==> config.mk <==
export PLATFORM = sky130hd
export DESIGN_NAME = fetch_unit
export DESIGN_NICKNAME = d
export VERILOG_FILES = /design/src/rtl/types_pkg.sv /design/src/rtl/fetch_fifo.sv /design/src/rtl/fetch_unit.sv
export SDC_FILE = /design/constraint.sdc
export NUM_CORES = 1
export LEC_CHECK = 0
export CAP_MARGIN = 20
export CORE_MARGIN = 3
export CORE_UTILIZATION = 50
export CTS_CLUSTER_SIZE = 40
export DETAILED_ROUTE_END_ITERATION = 12
export GPL_TIMING_DRIVEN = 0
export PLACE_DENSITY_LB_ADDON = 0.08
export SETUP_SLACK_MARGIN = 0.1
export SYNTH_ARGS = -nofsm -noshare
export SYNTH_HDL_FRONTEND = slang
export SYNTH_SLANG_ARGS = --single-unit
==> constraint.sdc <==
create_clock -name clk -period 7.9 [get_ports clk]
set_input_delay 1.58 -clock clk [delete_from_list [all_inputs] [get_ports clk]]
set_output_delay 1.58 -clock clk [all_outputs]
set_load 0.05 [all_outputs]
==> src/rtl/types_pkg.sv <==
// Shared types for the fetch path: 32-bit word and the fetch entry
// bundle {address, data} carried from fetch_unit to decode/branch_unit.
package types_pkg;

   typedef logic [31:0] word_t;

   typedef struct packed {
      word_t address;
      word_t data;
   } fetch_entry_t;

endpackage

==> src/rtl/fetch_fifo.sv <==
// Prefetch FIFO of fetch_entry_t, power-of-two depth, flush has priority.
// Ports: clk, reset (async active-low), push/din, pop, flush, full, empty, count, head.
module fetch_fifo
   import types_pkg::*;
#(
   parameter int depth = 2
) (
   input  logic                     clk,
   input  logic                     reset,
   input  logic                     push,
   input  fetch_entry_t             din,
   input  logic                     pop,
   input  logic                     flush,
   output logic                     full,
   output logic                     empty,
   output logic [$clog2(depth):0]   count,
   output fetch_entry_t             head
);

   localparam int aw = $clog2(depth);

   fetch_entry_t          mem [depth];
   logic [aw-1:0]         wr_ptr;
   logic [aw-1:0]         rd_ptr;
   logic                  do_push;
   logic                  do_pop;

   assign full  = (count == (aw+1)'(depth));
   assign empty = (count == '0);
   assign head  = mem[rd_ptr];

   // a pop frees the slot the same cycle, so push is allowed when full
   assign do_pop  = pop && !empty && !flush;
   assign do_push = push && (!full || do_pop) && !flush;

   always_ff @(posedge clk or negedge reset) begin
      if (!reset) begin
         wr_ptr <= '0;
         rd_ptr <= '0;
         count  <= '0;
      end else if (flush) begin
         wr_ptr <= '0;
         rd_ptr <= '0;
         count  <= '0;
      end else begin
         if (do_push) wr_ptr <= wr_ptr + 1'b1;
         if (do_pop)  rd_ptr <= rd_ptr + 1'b1;
         unique case ({do_push, do_pop})
            2'b10:   count <= count + 1'b1;
            2'b01:   count <= count - 1'b1;
            default: count <= count;
         endcase
      end
   end

   always_ff @(posedge clk) begin
      if (do_push) mem[wr_ptr] <= din;
   end

endmodule

==> src/rtl/fetch_unit.sv <==
// Instruction fetch stage: sequential fetch, bus handshake, prefetch FIFO, redirect.
// Ports: clk, reset (async active-low), redirect/redirect_pc, mem_* bus, out_* stream.
// Option FETCH_STALL_COUNTER_EN adds stall_count (cycles consumer ready but starved).
module fetch_unit
   import types_pkg::*;
#(
   parameter word_t boot_address = 32'h0,
   parameter int    fifo_depth   = 2
) (
   input  logic   clk,
   input  logic   reset,
   input  logic   redirect,
   input  word_t  redirect_pc,
   output logic   mem_valid,
   output word_t  mem_address,
   input  logic   mem_ready,
   input  word_t  mem_rdata,
   output logic   out_valid,
   input  logic   out_ready,
   output word_t  out_address,
   output word_t  out_data,
   output word_t  out_pc_next
`ifdef FETCH_STALL_COUNTER_EN
   ,
   output word_t  stall_count
`endif
);

   typedef enum logic {FETCH, DISCARD} fetch_state_t;

   fetch_state_t                   state;
   fetch_state_t                   state_nxt;
   word_t                          fetch_ptr;
   word_t                          stale_addr;
   logic                           run;
   logic                           push;
   logic                           full;
   logic                           empty;
   logic [$clog2(fifo_depth):0]    count;
   fetch_entry_t                   head;
   fetch_entry_t                   din;

   always_comb begin
      state_nxt   = state;
      mem_valid   = 1'b0;
      mem_address = fetch_ptr;
      unique case (state)
         FETCH: begin
            mem_valid = run && !full;
            if (redirect && mem_valid && !mem_ready)
               state_nxt = DISCARD;
         end
         DISCARD: begin
            // hold the stale request stable until the bus takes it
            mem_valid   = 1'b1;
            mem_address = stale_addr;
            if (mem_ready)
               state_nxt = FETCH;
         end
         default: state_nxt = FETCH;
      endcase
   end

   assign push = (state == FETCH) && mem_valid && mem_ready && !redirect;
   assign din  = '{address: fetch_ptr, data: mem_rdata};

   always_ff @(posedge clk or negedge reset) begin
      if (!reset) begin
         state      <= FETCH;
         fetch_ptr  <= boot_address;
         stale_addr <= '0;
         run        <= 1'b0;
      end else begin
         run   <= 1'b1;
         state <= state_nxt;
         if (redirect)
            fetch_ptr <= {redirect_pc[31:2], 2'b00};
         else if (push)
            fetch_ptr <= fetch_ptr + 32'd4;
         if (state == FETCH && state_nxt == DISCARD)
            stale_addr <= fetch_ptr;
      end
   end

   fetch_fifo #(
      .depth (fifo_depth)
   ) u_fifo (
      .clk   (clk),
      .reset (reset),
      .push  (push),
      .din   (din),
      .pop   (out_ready),
      .flush (redirect),
      .full  (full),
      .empty (empty),
      .count (count),
      .head  (head)
   );

   assign out_valid   = (count != '0);
   assign out_address = empty ? '0 : head.address;
   assign out_data    = empty ? '0 : head.data;
   assign out_pc_next = empty ? '0 : head.address + 32'd4;

`ifdef FETCH_STALL_COUNTER_EN
   always_ff @(posedge clk or negedge reset) begin
      if (!reset)
         stall_count <= '0;
      else if (out_ready && !out_valid)
         stall_count <= stall_count + 32'd1;
   end
`endif

endmodule

==> impl_metrics.yaml, run 1 <==
timing:
  max_slew.worst_pin.slew_ns: 0.885
  hold_viol_final: 0
  maxSlewViolCount: 0
  clock.fmax_ghz: 0.168
  fin_crit_ns: 5.94
  final.period_utilization_pct: 75.2
  grt_setup_unrepaired: "no"
  whs_ns: 0.483
  timing.final.setup_violations: 0
  slew-limit-headroom_pct: 40.8
  final.setup_skew_ns: 0.00992
floorplanning:
  fp.dieArea_mm2: 0.0202
  core_area_mm2: 0.0181
  ioPinCount: 199
  start_util_pct: 51.3
  std_cell_rows: 49
  die_x_um: 142
  floorplan_die_height_um: 142
setup_path:
  worst_r2r_path_depth: 9
  wp_data_required_ns: 6.32
  critical_path.max_fanout: 10
  worst_setup_path_end_kind: "output port"
  critical_path.reg2reg.startpoint: "u_fifo.count[0]"
  critPathLaunchType: "flop"
  timing.setup.critical_path_class: "reg -> out"
  worst-r2r-setup-slack_ns: 4.76
  reg2reg_to: "u_fifo.mem[0][11]"
  worstPathArrival_ns: 4.36
clock_tree:
  post_cts_resize_count: 0
  cts.htree.levels: 4
  clk_root_buf: "sky130_fd_sc_hd__clkbuf_16"
  cts-buffers-inserted: 17
  cts_hold_repair.buffers: 0
  cts.sink_count: 190
  cts.path.max_buffers: 2
  clk_pin_slew_ns: 0.07
  clock_tree_from_tritoncts: "yes"
  post-cts-setup-buffers: 0
  worstSkewPairLatency_ns: 0.44
global_routing:
  grt_usage_pct: 22.1
  first_global_vias: 6484
  globalRoute.totalOverflow: 0
  wire_length_of_the_first_global_routing_pass_um: 34800
  grt_antenna_before_repair: 0
  grt_start_max_net_pins: 67
power_and_ir_drop:
  vdd.ir_drop.worst_mv: 0.159
  power.static_leakage_uw: 0.00428
  power.density_mw_per_mm2: 206
  power_uw: 2510
routing:
  post_drt_wl_per_cell_um: 18.1
  initialDrtViolationCount: 450
  postRouteWirelength_um: 22400
  antenna_violating_nets_post_route: 0
  drt_pre_antenna_iters: 4
  post-route-drc-count: 0
  via_count: 6613
  post_drt_via_cell_ratio: 5.35
logic_synthesis:
  synthDistinctLibCells: 58
  synthSimpleGateAreaFrac_pct: 15.5
  synth_seq_area_share_pct: 57.9
  fraction_of_the_mapped_netlist_area_in_adder_cells_pct: 0.270
  synth_top_flop_cell: "sky130_fd_sc_hd__edfxtp_1"
  synthMuxAreaShare_pct: 13.2
  synthArstFlopShare_pct: 34.7
  synthesis.area_mm2: 0.00928
  synth_compound_area_share_pct: 5.65
  yosys_warnings: 0
  post_synth.cell_area_avg_um2: 12.1
  dominant_combinational_cell_family_by_area_after_synthesis: "simple AND/OR/NAND/NOR gates"
  yosys_register_bits: 190
  syn_inst: 769
  yosys.area_share.xor_xnor_pct: 4.44
  synth_enable_flop_cells: 124
status:
  outcome: "completed"
worst_hold_path:
  hold_path_class: "reg -> reg"
  hold_path_end: "stale_addr[5]"
  hp-start: "stale_addr[5]"
  min_path_cells: 2
final_layout:
  fillCellCount: 1395
  antenna_cells_inserted: 0
  multiInputGateArea_mm2: 0.00366
  final-instance-count-excl-fill: 1236
  fin_nets: 1065
  stdcell_area_mm2: 0.0122
  finish.utilization_pct: 67.4
  drive_gt1_share_pct: 14.4
  seqCellArea_mm2: 0.00538
  area_delta_synth_final_pct: 31.4
placed_design:
  gp_congestion: 0.849
  detailed_place_hpwl_um: 16900
  place_inst: 1204
  postPlaceCellArea_mm2: 0.0116
  port-buffer-count: 189
flow_run:
  max_cap_viols: 0
## through the flow
step	setup slack [ns]	setup TNS (ns)
final	1.96	0
after global routing	1.80	0
after CTS	1.98	0
after detailed placement	2.44	0
after global placement	-2.43	-269.87
after floorplan	0.794	0
## cell usage in the layout (no fill, tap or decap), drive strengths merged, types with 7 or more instances in the layout
cell type,count
clkbuf,35
o21ai,52
buf,40
xnor2,33
edfxtp,124
conb,7
nor3,15
nand2,77
mux2i,59
inv,20
dfrtp,66
clkdlybuf4s50,188
nand3,23
nor2,90
and2,8
xor2,14
mux2,56
nor4,12
nand4,17
a21oi,7
## worst max-delay path: stages, from the launching register on
cell and delay (ns):
sky130_fd_sc_hd__dfrtp_1 0.34, sky130_fd_sc_hd__buf_6 0.14, sky130_fd_sc_hd__buf_6 0.17, sky130_fd_sc_hd__buf_2 0.27
sky130_fd_sc_hd__buf_2 0.35, sky130_fd_sc_hd__mux2_2 0.28, sky130_fd_sc_hd__ha_1 0.19, sky130_fd_sc_hd__inv_1 0.09
sky130_fd_sc_hd__a211oi_4 0.44, sky130_fd_sc_hd__nand3_4 0.22, sky130_fd_sc_hd__o31a_1 0.35, sky130_fd_sc_hd__nor3_1 0.24
sky130_fd_sc_hd__clkdlybuf4s50_1 0.85
## final cells by class
| type | count | area share, % |
|---|---|---|
| inverter | 11 | 0.339 |
| clock inverter | 15 | 1.20 |
| tap | 229 | 2.35 |
| buffer | 45 | 1.93 |
| sequential | 190 | 44.1 |
| multi-input combinational | 528 | 30.0 |
| clock buffer | 17 | 3.49 |
| timing repair buffer | 201 | 16.6 |
## routing by layer
| metal | track usage [%] | vias up | wire length [um] |
|---|---|---|---|
| met5 | 0 | - | 0 |
| met3 | 3.97 | 20 | 1380 |
| met2 | 36.5 | 207 | 10800 |
| met4 | 6.77 | 0 | 271 |
| li1 | - | 3224 | - |
| met1 | 30.0 | 3162 | 9990 |
## power breakdown
group / internal (uW) / switching (uW) / leakage, uW
clock: 444 / 389 / 0.000277
sequential: 1130 / 55.7 / 0.00194
combinational: 193 / 294 / 0.00206
## cells in the mapped netlist (16+ instances only)
cell	instances	area [um^2]
sky130_fd_sc_hd__clkbuf_1	18	67.6
sky130_fd_sc_hd__dfrtp_1	66	1650
sky130_fd_sc_hd__edfxtp_1	124	3720
sky130_fd_sc_hd__mux2_2	52	586
sky130_fd_sc_hd__mux2i_1	59	591
sky130_fd_sc_hd__nand2_1	76	285
sky130_fd_sc_hd__nand3_1	20	100
sky130_fd_sc_hd__nand4_1	16	100
sky130_fd_sc_hd__nor2_1	90	338
sky130_fd_sc_hd__o21ai_0	45	225
sky130_fd_sc_hd__xnor2_1	33	289
## registers in the layout, indices dropped and copies added (netlist names)
signal / flops
fetch_ptr: 30
run: 1
stale_addr: 30
state: 1
u_fifo.count: 2
u_fifo.mem: 124
u_fifo.rd_ptr: 1
u_fifo.wr_ptr: 1
## logic make-up (layout without fill, tap and decap cells)
logic type	count (synthesis)	count (layout)
AND/OR/NAND/NOR	274	274
flip-flops	190	190
multiplexers	115	115
AO/OA/AOI/OAI	83	83
buffers and inverters	56	289
XOR/XNOR	47	47
adder cells (fa/ha/maj)	2	2
other	2	7
## worst max path at each step
stage / slack, ns / end / depth (start not counted) / from
2_1_floorplan: 0.79 / u_fifo.mem[1][0] / 3 / redirect
3_3_place_gp: -2.43 / u_fifo.mem[1][9] / 3 / mem_ready
3_5_place_dp: 2.44 / out_pc_next[30] / 12 / u_fifo.rd_ptr
4_1_cts: 1.98 / out_pc_next[30] / 12 / u_fifo.rd_ptr
5_1_grt: 1.80 / out_pc_next[20] / 11 / u_fifo.rd_ptr
6_report: 1.96 / out_pc_next[30] / 12 / u_fifo.rd_ptr
Note: power is estimated with default switching activity, not from simulation.
==> inputs of run 2 (changes only) <==
==> constraint.sdc (replaced) <==
create_clock -name clk -period 6 [get_ports clk]
set_input_delay 1.2 -clock clk [delete_from_list [all_inputs] [get_ports clk]]
set_output_delay 1.2 -clock clk [all_outputs]
set_load 0.05 [all_outputs]
==> impl_metrics.yaml, run 2 (same netlist as run 1, synthesis figures left out) <==
routing:
  post_drt_wl_per_cell_um: 18.5
  via_count: 6687
  post_drt_via_cell_ratio: 5.43
  initialDrtViolationCount: 395
  antenna_violating_nets_post_route: 0
  drt_pre_antenna_iters: 5
  postRouteWirelength_um: 22700
  post-route-drc-count: 0
clock_tree:
  cts_hold_repair.buffers: 0
  post-cts-setup-buffers: 0
  clock_tree_from_tritoncts: "yes"
  cts.htree.levels: 4
  cts.path.max_buffers: 2
  cts-buffers-inserted: 17
  clk_pin_slew_ns: 0.07
  worstSkewPairLatency_ns: 0.43
  cts.sink_count: 190
  clk_root_buf: "sky130_fd_sc_hd__clkbuf_16"
  post_cts_resize_count: 0
power_and_ir_drop:
  power.static_leakage_uw: 0.00430
  vdd.ir_drop.worst_mv: 0.212
  power.share.clock_pct: 35.3
  power_switching_uw: 957
  power.share.sequential_pct: 45.9
  power.density_mw_per_mm2: 278
  combinationalPowerShare_pct: 18.9
  cellInternalPower_uw: 2460
  power.switching_fraction_pct: 28.0
setup_path:
  timing.setup.critical_path_class: "reg -> out"
  crit_chain: "buf_6 -> buf_6 -> buf_2 -> buf_2 -> mux2_2 -> ha_1 -> inv_1 -> a211oi_4 -> nand3_4 -> o31a_1 -> nor3_1 -> clkdlybuf4s50_1"
  critPathLaunchType: "flop"
  worstPathArrival_ns: 4.33
  worst_setup_path_end_kind: "output port"
  critical_path.max_fanout: 10
  cpMaxStageDelayCell: "sky130_fd_sc_hd__clkdlybuf4s50_1"
  wp_data_required_ns: 4.80
  worst-r2r-setup-slack_ns: 3.12
  critPathMaxStageDelay_ns: 0.85
timing:
  slew-limit-headroom_pct: 42.3
  maxSlewViolCount: 0
  hold_viol_final: 0
  final.period_utilization_pct: 92.2
  setup_total_negative_slack_ns: 0
  clock.fmax_ghz: 0.181
  max_slew.worst_pin.slew_ns: 0.865
  final.setup_skew_ns: 0.0140
  worst_slack_ns: 0.468
  timing.final.setup_violations: 0
  fin_crit_ns: 5.53
  whs_ns: 0.486
  grt_setup_unrepaired: "no"
global_routing:
  grt_start_max_net_pins: 67
  first_global_vias: 6476
  grt_antenna_before_repair: 0
  wire_length_of_the_first_global_routing_pass_um: 35100
  globalRoute.totalOverflow: 0
  grt_usage_pct: 22.5
worst_hold_path:
  hold_path_class: "reg -> reg"
final_layout:
  antenna_cells_inserted: 0
  reg_top3: "u_fifo.mem (124), fetch_ptr (30), stale_addr (30)"
  seqCellArea_mm2: 0.00538
  largest_reg_flops: 124
  fillCellCount: 1390
  area_delta_synth_final_pct: 32.3
  multiInputGateArea_mm2: 0.00367
  drive_gt1_share_pct: 13.8
  fin_nets: 1060
  layout.cells.most_common: "sky130_fd_sc_hd__clkdlybuf4s50_1"
  largest-register: "u_fifo.mem"
  final-instance-count-excl-fill: 1231
  mostFrequentLayoutCells: "188 x sky130_fd_sc_hd__clkdlybuf4s50_1, 124 x sky130_fd_sc_hd__edfxtp_1, 90 x sky130_fd_sc_hd__nor2_1"
  finish.utilization_pct: 67.9
floorplanning:
  std_cell_rows: 49
  core_area_mm2: 0.0181
  floorplan_die_height_um: 142
  fp.dieArea_mm2: 0.0202
  start_util_pct: 51.3
  die_x_um: 142
  ioPinCount: 199
placed_design:
  port-buffer-count: 189
  place_inst: 1199
  gp_congestion: 0.848
  detailed_place_hpwl_um: 17100
  setup_slack_at_placement_ns: 0.852
flow_run:
  max_cap_viols: 0
status:
  outcome: "completed"
## run 2: layout make-up
| class | instances | share of cell area (%) |
|---|---|---|
| Buffer | 45 | 1.92 |
| Clock buffer | 22 | 3.96 |
| Clock inverter | 10 | 1.22 |
| Inverter | 11 | 0.336 |
| Multi-Input combinational cell | 528 | 29.9 |
| Sequential cell | 190 | 43.8 |
| Tap cell | 229 | 2.33 |
| Timing Repair Buffer | 196 | 16.6 |
## run 2: per-stage QoR
stage	area (um^2)	power [uW]
after floorplan	9310	2000
after global placement	11500	2220
after detailed placement	11600	2240
after CTS	12300	3430
after global routing	12300	3530
final	12300	3420
## run 2: worst paths after layout
path,from,to,cells after the start
min in group asynchronous,reset,stale_addr[26],1
max reg2reg,u_fifo.count[0],u_fifo.mem[1][15],6
min reg2reg,stale_addr[29],stale_addr[29],2
min,stale_addr[29],stale_addr[29],2
max in group asynchronous,reset,fetch_ptr[5],1
max,u_fifo.rd_ptr,out_pc_next[26],12
## run 2: layer usage
layer	vias up	GRT usage [%]	part of all wire [%]
met5	-	0	0
met4	0	8.69	2.2
met3	28	3.60	5.8
met2	226	36.8	48
met1	3228	30.4	45
li1	3205	-	-
## run 2: power groups by stage
stage	logic (uW)	registers (uW)	clock network (uW)
floorplan	434	1570	0
global placement	634	1590	0
detailed placement	648	1590	0
CTS	650	1570	1220
global route	685	1580	1270
finish	645	1570	1210
## run 2: worst max-delay path, delay by kind of cell, from the launching register on
family | cells | cell delay (ns)
compound gates | 2 | 0.79
fa+ha+maj | 1 | 0.20
buf+inv | 6 | 1.84
flops | 1 | 0.35
mux | 1 | 0.30
simple gates | 2 | 0.42
==> inputs of run 3 (changes only) <==
--- a/config.mk
+++ b/config.mk
@@ -10,6 +10,7 @@
 export CORE_UTILIZATION = 50
 export CTS_CLUSTER_SIZE = 40
 export DETAILED_ROUTE_END_ITERATION = 12
+export GPL_ROUTABILITY_DRIVEN = 1
 export GPL_TIMING_DRIVEN = 0
 export PLACE_DENSITY_LB_ADDON = 0.08
 export SETUP_SLACK_MARGIN = 0.1
==> results of run 3 <==
No change in the layout: final DEF, timing and power equal those of run 2.
